[src/rtl/axil_pkg.sv]
// Shared AXI4-Lite definitions used by the read/write channel blocks.
package axil_pkg;

    localparam logic [1:0] RESP_OKAY   = 2'b00;
    localparam logic [1:0] RESP_EXOKAY = 2'b01;
    localparam logic [1:0] RESP_SLVERR = 2'b10;
    localparam logic [1:0] RESP_DECERR = 2'b11;

    typedef enum logic [1:0] {
        RESP_E_OKAY   = 2'b00,
        RESP_E_EXOKAY = 2'b01,
        RESP_E_SLVERR = 2'b10,
        RESP_E_DECERR = 2'b11
    } axil_resp_e;

    // Anything other than a plain OKAY counts as an error for data masking.
    function automatic logic resp_is_err(input logic [1:0] resp);
        return resp != RESP_OKAY;
    endfunction

endpackage

[src/rtl/axil_rdata_buf_if.sv]
// Signal bundle between the memory return / R channel and the read-data buffer.
interface axil_rdata_buf_if #(
    parameter int DATA_WIDTH = 32,
    parameter int DEPTH      = 4
);
    localparam int CNT_W = $clog2(DEPTH + 1);

    logic                  MREADY;
    logic [DATA_WIDTH-1:0] MDATA;
    logic [1:0]            MRESP;
    logic                  MFULL;
    logic                  OVERFLOW;
    logic [CNT_W-1:0]      RCOUNT;
    logic                  RVALID;
    logic [DATA_WIDTH-1:0] RDATA;
    logic [1:0]            RRESP;
    logic                  RREADY;

    modport slave (
        input  MREADY, MDATA, MRESP, RREADY,
        output MFULL, OVERFLOW, RCOUNT, RVALID, RDATA, RRESP
    );

    modport master (
        output MREADY, MDATA, MRESP, RREADY,
        input  MFULL, OVERFLOW, RCOUNT, RVALID, RDATA, RRESP
    );

endinterface

[src/rtl/axil_sync_fifo.sv]
// Generic first-word-fall-through FIFO with a registered head word.
// Callers must qualify push_i with !full_o and pop_i with !empty_o.
module axil_sync_fifo #(
    parameter int WIDTH = 34,
    parameter int DEPTH = 4,
    localparam int PTR_W = $clog2(DEPTH),
    localparam int CNT_W = $clog2(DEPTH + 1)
) (
    input  logic             clk,
    input  logic             rst_n,
    input  logic             push_i,
    input  logic [WIDTH-1:0] wdata_i,
    input  logic             pop_i,
    output logic [WIDTH-1:0] rdata_o,
    output logic [CNT_W-1:0] count_o,
    output logic             full_o,
    output logic             empty_o
);

    logic [WIDTH-1:0] mem_q [DEPTH];
    logic [PTR_W-1:0] wr_ptr_q, wr_ptr_d;
    logic [PTR_W-1:0] rd_ptr_q, rd_ptr_d;
    logic [CNT_W-1:0] count_q, count_d;
    logic [CNT_W-1:0] occ_after_pop;
    logic [WIDTH-1:0] head_q, head_d;

    // The head register is loaded with whatever entry will sit at the read
    // pointer next cycle; it holds its value while the FIFO is empty.
    always_comb begin
        wr_ptr_d      = wr_ptr_q;
        rd_ptr_d      = rd_ptr_q;
        count_d       = count_q;
        head_d        = head_q;
        occ_after_pop = count_q;

        if (push_i) begin
            wr_ptr_d = wr_ptr_q + PTR_W'(1);
        end
        if (pop_i) begin
            rd_ptr_d      = rd_ptr_q + PTR_W'(1);
            occ_after_pop = count_q - CNT_W'(1);
        end

        if (push_i && !pop_i) begin
            count_d = count_q + CNT_W'(1);
        end else if (pop_i && !push_i) begin
            count_d = count_q - CNT_W'(1);
        end

        // Surviving entries are already in storage; otherwise the incoming word becomes head.
        if (occ_after_pop != '0) begin
            head_d = mem_q[rd_ptr_d];
        end else if (push_i) begin
            head_d = wdata_i;
        end
    end

    always_ff @(posedge clk or negedge rst_n) begin
        if (!rst_n) begin
            wr_ptr_q <= '0;
            rd_ptr_q <= '0;
            count_q  <= '0;
            head_q   <= '0;
        end else begin
            wr_ptr_q <= wr_ptr_d;
            rd_ptr_q <= rd_ptr_d;
            count_q  <= count_d;
            head_q   <= head_d;
        end
    end

    always_ff @(posedge clk) begin
        if (push_i) begin
            mem_q[wr_ptr_q] <= wdata_i;
        end
    end

    assign rdata_o = head_q;
    assign count_o = count_q;
    assign full_o  = (count_q == CNT_W'(DEPTH));
    assign empty_o = (count_q == '0);

endmodule

[src/rtl/axil_rdata_buf.sv]
// AXI4-Lite slave R channel: buffers memory read returns so the master may stall RREADY.
module axil_rdata_buf #(
    parameter int DATA_WIDTH  = 32,
    parameter int DEPTH       = 4,
    parameter int ZERO_ON_ERR = 1,
    localparam int CNT_W      = $clog2(DEPTH + 1)
) (
    input logic             clk,
    input logic             resetn,
    axil_rdata_buf_if.slave bus
);
    import axil_pkg::*;

    localparam int BEAT_W = DATA_WIDTH + 2;

    logic                  push;
    logic                  pop;
    logic                  full;
    logic                  empty;
    logic [DATA_WIDTH-1:0] wdata_masked;
    logic [BEAT_W-1:0]     wbeat;
    logic [BEAT_W-1:0]     head;
    logic [CNT_W-1:0]      count;
    logic                  overflow_q, overflow_d;

    always_comb begin
        wdata_masked = bus.MDATA;
        if ((ZERO_ON_ERR != 0) && resp_is_err(bus.MRESP)) begin
            wdata_masked = '0;
        end
    end

    assign wbeat = {bus.MRESP, wdata_masked};

    // Full is decoded from the stored count only, so a beat arriving while
    // full is dropped even if the master pops in the same cycle.
    assign push       = bus.MREADY && !full;
    assign pop        = !empty && bus.RREADY;
    assign overflow_d = overflow_q || (bus.MREADY && full);

    always_ff @(posedge clk or negedge resetn) begin
        if (!resetn) begin
            overflow_q <= 1'b0;
        end else begin
            overflow_q <= overflow_d;
        end
    end

    axil_sync_fifo #(
        .WIDTH (BEAT_W),
        .DEPTH (DEPTH)
    ) u_fifo (
        .clk     (clk),
        .rst_n   (resetn),
        .push_i  (push),
        .wdata_i (wbeat),
        .pop_i   (pop),
        .rdata_o (head),
        .count_o (count),
        .full_o  (full),
        .empty_o (empty)
    );

    assign bus.MFULL    = full;
    assign bus.OVERFLOW = overflow_q;
    assign bus.RCOUNT   = count;
    assign bus.RVALID   = !empty;
    assign bus.RDATA    = head[DATA_WIDTH-1:0];
    assign bus.RRESP    = head[BEAT_W-1 -: 2];

endmodule
[src/flat_wrapper.sv]
// flat-port wrapper written by rule: the top's interface ports become plain ports
module axil_rdata_buf_flat import axil_pkg::*;
#(
    parameter int DATA_WIDTH  = 32,
    parameter int DEPTH       = 4,
    parameter int ZERO_ON_ERR = 1,
    localparam int CNT_W      = $clog2(DEPTH + 1)
)
  (clk, resetn, bus_MREADY, bus_MDATA, bus_MRESP, bus_RREADY, bus_MFULL, bus_OVERFLOW, bus_RCOUNT, bus_RVALID, bus_RDATA, bus_RRESP);
  axil_rdata_buf_if #(.DATA_WIDTH(DATA_WIDTH), .DEPTH(DEPTH)) bus_i ();
  input logic clk;
  input logic resetn;
  input wire logic [$bits(bus_i.MREADY)-1:0] bus_MREADY;
  input wire logic [$bits(bus_i.MDATA)-1:0] bus_MDATA;
  input wire logic [$bits(bus_i.MRESP)-1:0] bus_MRESP;
  input wire logic [$bits(bus_i.RREADY)-1:0] bus_RREADY;
  output wire logic [$bits(bus_i.MFULL)-1:0] bus_MFULL;
  output wire logic [$bits(bus_i.OVERFLOW)-1:0] bus_OVERFLOW;
  output wire logic [$bits(bus_i.RCOUNT)-1:0] bus_RCOUNT;
  output wire logic [$bits(bus_i.RVALID)-1:0] bus_RVALID;
  output wire logic [$bits(bus_i.RDATA)-1:0] bus_RDATA;
  output wire logic [$bits(bus_i.RRESP)-1:0] bus_RRESP;
  assign bus_i.MREADY = bus_MREADY;
  assign bus_i.MDATA = bus_MDATA;
  assign bus_i.MRESP = bus_MRESP;
  assign bus_i.RREADY = bus_RREADY;
  assign bus_MFULL = bus_i.MFULL;
  assign bus_OVERFLOW = bus_i.OVERFLOW;
  assign bus_RCOUNT = bus_i.RCOUNT;
  assign bus_RVALID = bus_i.RVALID;
  assign bus_RDATA = bus_i.RDATA;
  assign bus_RRESP = bus_i.RRESP;
  axil_rdata_buf #(.DATA_WIDTH(DATA_WIDTH), .DEPTH(DEPTH), .ZERO_ON_ERR(ZERO_ON_ERR)) u_core (.clk(clk), .resetn(resetn), .bus(bus_i));
endmodule
[config.mk]
export PLATFORM = sky130hd
export DESIGN_NAME = axil_rdata_buf_flat
export DESIGN_NICKNAME = d
export VERILOG_FILES = /design/src/rtl/axil_pkg.sv /design/src/rtl/axil_rdata_buf_if.sv /design/src/rtl/axil_sync_fifo.sv /design/src/rtl/axil_rdata_buf.sv /design/src/flat_wrapper.sv
export SDC_FILE = /design/constraint.sdc
export NUM_CORES = 1
export LEC_CHECK = 0
export CELL_PAD_IN_SITES_DETAIL_PLACEMENT = 2
export CELL_PAD_IN_SITES_GLOBAL_PLACEMENT = 2
export CORE_MARGIN = 2
export CORE_UTILIZATION = 44
export CTS_BUF_LIST = sky130_fd_sc_hd__clkbuf_4 sky130_fd_sc_hd__clkbuf_8
export DETAILED_ROUTE_END_ITERATION = 16
export HOLD_SLACK_MARGIN = 0.03
export PLACE_DENSITY_LB_ADDON = 0.1
export SYNTH_ARGS = -nofsm -noshare
export SYNTH_HDL_FRONTEND = slang
export SYNTH_SLANG_ARGS = --single-unit
[constraint.sdc]
create_clock -name clk -period 5.71 [get_ports clk]
set_clock_uncertainty 0.15 [all_clocks]
set_input_delay 1.4275 -clock clk [delete_from_list [all_inputs] [get_ports clk]]
set_output_delay 1.4275 -clock clk [all_outputs]
set_load 0.02 [all_outputs]
Yosys cells after proc, flatten, opt, wreduce, memory -nomap -nowiden
Memories as Yosys holds them, arrays and structs flattened.
Cells that the tools add are included.
Widths: inputs -> output; s select.
- equality and inequality tests: 1
- mux-type cells: 9
- add/sub/neg operators: 4
- shifts and indexed selects: 0
- multipliers: 0
- $lt $le $gt $ge: 0
- div/mod/pow operators: 0
- reduce and logical (&&, ||, !) cells: 15
- bitwise gates (word level): 0
- operator list (operator ; number):
    $mux 34 ; 2
    $mux 32 ; 1
    $mux 3 ; 3
    $reduce_bool 2->1 ; 3
    $logic_and 1x1->1 ; 5
    $add 2x1->2 const B ; 2
    $logic_not 1->1 ; 4
    $add 3x1->3 const B ; 1
    $eq 3x3->1 const B ; 1
    $logic_not 3->1 ; 1
    $reduce_bool 3->1 ; 1
    $sub 3x1->3 const B ; 1
    $mux 1 ; 2
    $mux 2 ; 1
    $logic_or 1x1->1 ; 1
- word-level logic and storage cells: 35
- bits in latches: 0
- memories: 1
- register bits: 42
- input bits: 38
- memory bits (writable): 136
- output and inout port bits: 40
- ROM bits: 0
- memories (memory ; words ; width ; read ports ; clocked after memory_dff ; write ports ; line ; source):
    u_core.u_fifo.mem_q ; 4 ; 34 ; 1 ; 0 ; 1 ; axil_sync_fifo.sv:20 ; logic [WIDTH-1:0] mem_q [DEPTH];

Depth between registers and ports, before layout
Gate-level depths: netlist of run 1.
- depth after elaboration: 7
- mapped depth: 11

Modules after synthesis
A second synthesis of run 1 with hierarchy kept.
- cell total of the unflattened synthesis: 568
- area total of the unflattened synthesis: 8613.3 um^2
- modules (own cells, without submodules) (module ; cells an instance ; area an instance (um^2) ; times used):
    axil_sync_fifo ; 525 ; 8106.5 ; 1
    axil_rdata_buf ; 43 ; 506.7 ; 1

Worst setup path after synthesis of run 1
OpenSTA, ideal clock, no wires.
- path type: input-to-reg
- from: input bus_MREADY
- to: memory u_core.u_fifo.mem_q[0][0], enable pin
- library setup time: 0.394 ns
- cell stages on the path: 5
- data arrival time: 2.649 ns
- path buffers: 2
- data required time: 5.166 ns
- setup slack: 2.517 ns
- path through: nand2b_1 -> buf_6 -> inv_4 -> buf_6 -> and2_1
- cells in the longest elaborated chain, start to end: 3
- RTL lines (item ; line ; source):
    from (decl) ; flat_wrapper.sv:13 ; input wire logic [$bits(bus_i.MREADY)-1:0] bus_MREADY;
    $logic_and 1x1->1 ; axil_rdata_buf.sv:37 ; assign push = bus.MREADY && !full;
    named net u_core.push ; axil_rdata_buf.sv:16 ; logic push;
    $mux 1 ; axil_sync_fifo.sv:73 ; if (push_i) begin
    $mux 1 (not written as such) ; axil_sync_fifo.sv:74 ; mem_q[wr_ptr_q] <= wdata_i;
    to (decl) ; axil_sync_fifo.sv:20 ;
The timed path passes the listed nets, and every way through them passes these cells.

Worst setup path after layout of run 1
- from: register u_core.u_fifo.count_q[0] (netlist: u_core.u_fifo.count_o[0])
- to: output bus_RVALID
- cells in the longest elaborated chain, start to end: 2
- RTL lines (item ; line ; source):
    from (decl) ; axil_sync_fifo.sv:23 ; logic [CNT_W-1:0] count_q, count_d;
    from (signal assigned) ; axil_sync_fifo.sv:67 ; count_q <= count_d;
    $logic_not 3->1 ; axil_sync_fifo.sv:81 ; assign empty_o = (count_q == '0);
    $logic_not 1->1 ; axil_rdata_buf.sv:67 ; assign bus.RVALID = !empty;
    to (decl) ; flat_wrapper.sv:20 ; output wire logic [$bits(bus_i.RVALID)-1:0] bus_RVALID;
Every way passes these cells.

==> results.toml, run 1 <==
[cts]
cts_num_sinks = 178
cts_hold_buf = 0
postCtsSetupRepairBufs = 0
cts_tree = "done"
htree_num_levels = 4
numCtsBuffers = 17
cts_resized = 0
root_buffer = "clkbuf_8"
cts_max_path_buffers = 2
cts.clk_slew.worst_paths_ns = 0.10
worstSkewPairLatency_ns = 0.47

[logic_synthesis]
yosys_register_bits = 178
synth_cell_types = 48
avgSynthCellArea_um2 = 11.7
yosys_warnings = 0
synth_top_cell_area_share = 0.436
synthArstFlopShare = 0.236
synth.most_common_cell = "edfxtp_1"
synth_area_leader_cell = "edfxtp_1"
synth_commonest_cells = "edfxtp_1 (136), clkbuf_1 (54), dfrtp_1 (42), and2_1 (39), o21ai_0 (38)"
synthesis.area_um2 = 9370
ys_top_cells_by_area = "edfxtp_1 (44%), dfrtp_1 (11%), mux2i_1 (3.4%)"
ys_seq_area_frac = 0.548
synth-edff-count = 136
synth-main-ff-cell = "edfxtp_1"
synthCells = 802
syn_nets = 848

[detailed_routing]
route.detailed.drc = 0
num_vias = 7228
drt_iter0_drc = 265
post_drt_wl_per_cell_um = 26.2
viasPerCell = 6.55
first_pass_iters = 5
antenna_left = 0
wl_um = 28900

[grt]
overflow = 0
groute.usage.overall = 0.264
antenna_found_initial = 0
busiest_layer = "met2"
grt_pass1_wl_um = 45100
grt_max_degree = 101
met3_usage = 0.0369
grt_use_met1 = 0.327
met2_usage = 0.482
grt_pass1_vias = 7986

[floorplan]
core_um2 = 21000
initial_utilization = 0.447
num_io_pins = 78
die_area_um2 = 22500
die_h_um = 150
fp.dieW_um = 150
rows = 53

[pwr]
leakage_nw = 3.92
combPwrFrac = 0.458
vdd.ir_drop.worst_v = 0.000268
p_per_area_nw_per_um2 = 525
power_frac_clock = 0.173
p_sw_mw = 2.35
sw_frac_of_total = 0.423
pwr-share-seq = 0.369
intPower_mw = 3.21

[setup_path]
crit_family = "buffers and inverters"
required_ns = 4.13
slowest_stage = "buf_4"
cp-end-kind = "output pin"
critPathLaunchType = "flip-flop"
crit_fanout = 63
crit_path_start = "u_core.u_fifo.count_o[0]$_DFFE_PN0P_"
critPathKind = "reg2out"
crit_arrival_ns = 2.79
crit_chain = "inv_1 > ha_1 > nor2b_4 > buf_4 > inv_4 > clkdlybuf4s50_1"
r2r_start = "u_core.u_fifo.count_o[0]$_DFFE_PN0P_"
cpPeakStageDelay_ns = 0.58
crit_buf_inv = 4

[placement]
dp_hpwl_um = 16400
dp_worst_setup_slack_ns = 1.53
dp_cells = 1072
io_buffers = 77
post_dp_cell_area_um2 = 10200
finalWeightedCongestion = 0.710

[sta]
min_period_ns = 4.37
fin_crit_sh = 0.765
fmax_mhz = 229
hold_viol_final = 0
setup_ws_ns = 1.34
tns_ns = 0
rsz0062_at_grt = "no"
slew_headroom = 0.260
drv_slew = 0
setup_viol = 0
worstMarginPinSlew_ns = 1.11

[job]
maxCapViolCount = 0

[finish]
nets = 862
fillers = 2080
area_growth_pct = 13.2
post-route-util = 0.506
layout.cells.non_filler = 1104
diodes = 0
drive_gt1_frac = 0.0905
multi_input_area_um2 = 3670
regArea_um2 = 5140
stdcell_area_um2 = 10600

[outcome]
status = "completed"

[hold_path]
hold_path.class = "reg2reg"
worstHoldStart = "u_core.bus.OVERFLOW$_DFF_PN0_"
[flip-flops by register name, indices dropped and copies added, names as in the netlist]
signal / cells
u_core.bus.OVERFLOW: 1
u_core.u_fifo.rd_ptr_q: 2
u_core.u_fifo.rdata_o: 34
u_core.u_fifo.mem_q: 136
u_core.u_fifo.count_o: 3
u_core.u_fifo.wr_ptr_q: 2
[through the flow]
stage               power (mW)  hold WS (ns)
floorplan                 3.73         0.359
global placement          4.43         0.288
detailed placement        4.62         0.304
CTS                       5.59         0.325
global route              5.88         0.342
finish                    5.56         0.320
[worst reg2reg max path, cell delays in order, from the launching register on]
cell	delay (ns)
dfrtp_1	0.49
inv_1	0.13
ha_1	0.29
nor2b_4	0.18
buf_4	0.58
buf_4	0.80
nor2_1	0.34
inv_1	0.15
ha_1	0.22
mux2i_1	0.26
nor2_1	0.07
xor2_1	0.14
[logic make-up after synthesis]
kind of cell             share of synthesized area
AO/OA/AOI/OAI                                0.225
XOR/XNOR                                   0.00561
adder cells (fa/ha/maj)                     0.0107
buffers and inverters                       0.0634
flip-flops                                   0.548
multiplexers                                0.0354
AND/OR/NAND/NOR                              0.112
[power groups by stage]
stage	clock network [mW]	logic (mW)	registers [mW]
2_1_floorplan	0	1.62	2.11
3_3_place_gp	0	2.39	2.05
3_5_place_dp	0	2.54	2.08
4_1_cts	0.974	2.56	2.06
5_1_grt	1.02	2.76	2.10
6_report	0.962	2.55	2.06
[final cells by class]
class | count | area share
tap | 275 | 0.0325
inverter | 40 | 0.0149
multi-input combinational | 489 | 0.346
clock inverter | 14 | 0.0179
clock buffer | 18 | 0.0228
sequential | 178 | 0.485
timing repair buffer | 90 | 0.0810
[layout by cell type (no fill, tap or decap), drive strengths merged, types with 34 or more instances in the layout]
cell type / netlist / layout
edfxtp: 136 / 136
clkdlybuf4s50: 0 / 75
dfrtp: 42 / 42
and2: 41 / 41
o21ai: 39 / 39
inv: 40 / 38
a21oi: 34 / 34
a221oi: 34 / 34
[routing by layer]
layer,wire [µm],vias up
met2,15400,169
li1,-,3195
met4,272,0
met1,12200,3842
met5,0,-
met3,1040,22
[worst paths after layout]
check / cells past startpoint / slack, ns / to
min in group asynchronous: 2 / 0.92 / u_core.u_fifo.rdata_o[18]$_DFFE_PN0P_
min: 1 / 0.32 / u_core.bus.OVERFLOW$_DFF_PN0_
min reg2reg: 1 / 0.32 / u_core.bus.OVERFLOW$_DFF_PN0_
max: 6 / 1.34 / bus_RVALID
max reg2reg: 11 / 1.79 / u_core.u_fifo.count_o[2]$_DFFE_PN0P_
max in group asynchronous: 2 / 3.98 / u_core.u_fifo.rd_ptr_q[1]$_DFF_PN0_
Note: power is estimated with default switching activity, not from simulation.
==> run 2: changes to the inputs <==
--- a/config.mk
+++ b/config.mk
@@ -8,7 +8,7 @@
 export CELL_PAD_IN_SITES_DETAIL_PLACEMENT = 2
 export CELL_PAD_IN_SITES_GLOBAL_PLACEMENT = 2
 export CORE_MARGIN = 2
-export CORE_UTILIZATION = 44
+export CORE_UTILIZATION = 41
 export CTS_BUF_LIST = sky130_fd_sc_hd__clkbuf_4 sky130_fd_sc_hd__clkbuf_8
 export DETAILED_ROUTE_END_ITERATION = 16
 export HOLD_SLACK_MARGIN = 0.03
==> constraint.sdc (replaced) <==
create_clock -name clk -period 4.4 [get_ports clk]
set_clock_uncertainty 0.15 [all_clocks]
set_input_delay 1.1 -clock clk [delete_from_list [all_inputs] [get_ports clk]]
set_output_delay 1.1 -clock clk [all_outputs]
set_load 0.02 [all_outputs]
==> results.toml, run 2 (same netlist as run 1, synthesis figures left out) <==
[detailed_routing]
viasPerCell = 6.46
first_pass_iters = 6
num_vias = 7258
post_drt_wl_per_cell_um = 26.5
wl_um = 29800
route.detailed.drc = 0
drt_iter0_drc = 406
antenna_left = 0

[cts]
cts_hold_buf = 0
numCtsBuffers = 17
cts_tree = "done"
postCtsSetupRepairBufs = 0
cts_max_path_buffers = 2
cts_num_sinks = 178
cts.clk_slew.worst_paths_ns = 0.10
htree_num_levels = 4
cts_resized = 0
root_buffer = "clkbuf_8"
worstSkewPairLatency_ns = 0.47

[grt]
grt_pass1_wl_um = 46700
groute.usage.overall = 0.254
grt_pass1_vias = 7844
antenna_found_initial = 0
grt_max_degree = 81
overflow = 0

[pwr]
intPower_mw = 4.13
sw_frac_of_total = 0.431
vdd.ir_drop.worst_v = 0.000309
pwr-share-seq = 0.369
p_sw_mw = 3.13
p_per_area_nw_per_um2 = 678
leakage_nw = 3.98
power_frac_clock = 0.164
combPwrFrac = 0.466

[finish]
diodes = 0
layout.cells.non_filler = 1124
fillers = 2238
nets = 872
final_cell_mix = "edfxtp_1 (136), clkdlybuf4s50_1 (75), dfrtp_1 (41), o21ai_0 (38)"
regArea_um2 = 5140
drive_gt1_frac = 0.101
multi_input_area_um2 = 3670
top_register = "u_core.u_fifo.mem_q"
area_growth_pct = 14.5
largest_reg_flops = 136
stdcell_area_um2 = 10700
final_common_cell = "edfxtp_1"

[sta]
fin_crit_sh = 0.800
fmax_mhz = 284
min_period_ns = 3.52
worstMarginPinSlew_ns = 0.916
tns_ns = 0
rsz0062_at_grt = "no"
slew_headroom = 0.389
drv_slew = 0
hold_viol_final = 0
setup_viol = 0

[setup_path]
crit_chain = "inv_1 > ha_1 > nor2b_4 > inv_4 > clkdlybuf4s50_1"
cpPeakStageDelay_ns = 0.60
crit_fanout = 6
crit_arrival_ns = 2.27
slowest_stage = "clkdlybuf4s50_1"
critPathLaunchType = "flip-flop"
required_ns = 3.15
cp-end-kind = "output pin"
critPathKind = "reg2out"

[hold_path]
hold_path.class = "reg2reg"

[floorplan]
die_area_um2 = 24100
core_um2 = 22500
fp.dieW_um = 155
die_h_um = 155
num_io_pins = 78
rows = 55
initial_utilization = 0.416

[placement]
finalWeightedCongestion = 0.747
dp_hpwl_um = 17400
post_dp_cell_area_um2 = 10300
dp_cells = 1092
io_buffers = 77

[outcome]
status = "completed"

[job]
maxCapViolCount = 0
-- run 2: per-layer routing --
layer / wire, µm / global-route usage / vias to the layer above
met3: 1080 / 0.0331 / 49
met4: 714 / 0.0869 / 0
met1: 12700 / 0.322 / 3802
li1: - / - / 3217
met5: 0 / 0 / -
met2: 15300 / 0.448 / 190
-- run 2: worst max-delay path, delay by kind of cell (launching register included) --
family / cells / cell delay (ns)
buf+inv: 3 / 0.80
flops: 1 / 0.53
fa+ha+maj: 1 / 0.30
simple gates: 1 / 0.18
-- run 2: path summary, 6_finish.rpt --
path                                                       from                               endpoint  slack [ns]  cells past startpoint
max                        u_core.u_fifo.count_o[0]$_DFFE_PN0P_                             bus_RVALID        0.88                      5
min                               u_core.bus.OVERFLOW$_DFF_PN0_          u_core.bus.OVERFLOW$_DFF_PN0_        0.34                      1
max reg2reg                u_core.u_fifo.count_o[0]$_DFFE_PN0P_  u_core.u_fifo.rdata_o[32]$_DFFE_PN0P_        1.23                      7
min reg2reg                       u_core.bus.OVERFLOW$_DFF_PN0_          u_core.bus.OVERFLOW$_DFF_PN0_        0.34                      1
min in group asynchronous                                resetn  u_core.u_fifo.rdata_o[19]$_DFFE_PN0P_        0.59                      1
max in group asynchronous                                resetn  u_core.u_fifo.rdata_o[14]$_DFFE_PN0P_        2.69                      2
-- run 2: power groups by stage --
| stage | clock, mW | sequential [mW] | combinational, mW |
|---|---|---|---|
| floorplan | 0 | 2.73 | 2.10 |
| global route | 1.28 | 2.73 | 3.68 |
| global placement | 0 | 2.67 | 3.22 |
| finish | 1.19 | 2.68 | 3.39 |
| CTS | 1.23 | 2.69 | 3.41 |
| detailed placement | 0 | 2.72 | 3.39 |
-- run 2: per-stage QoR --
stage / hold slack [ns] / util / power [mW] / setup WS (ns)
2_1_floorplan: 0.359 / - / 4.83 / 1.37
3_3_place_gp: 0.292 / 0.458 / 5.89 / 1.08
3_5_place_dp: 0.314 / 0.458 / 6.10 / 1.03
4_1_cts: 0.337 / 0.477 / 7.32 / 0.817
5_1_grt: 0.352 / 0.477 / 7.70 / 0.751
6_report: 0.336 / 0.477 / 7.27 / 0.880
-- run 2: final cells by class --
type	count	share of cell area
clock buffers	18	0.0225
clock inverters	14	0.0155
inverters	40	0.0146
multi-input cells	489	0.342
flip-flops and latches	178	0.479
well taps	285	0.0333
repair buffers	100	0.0929
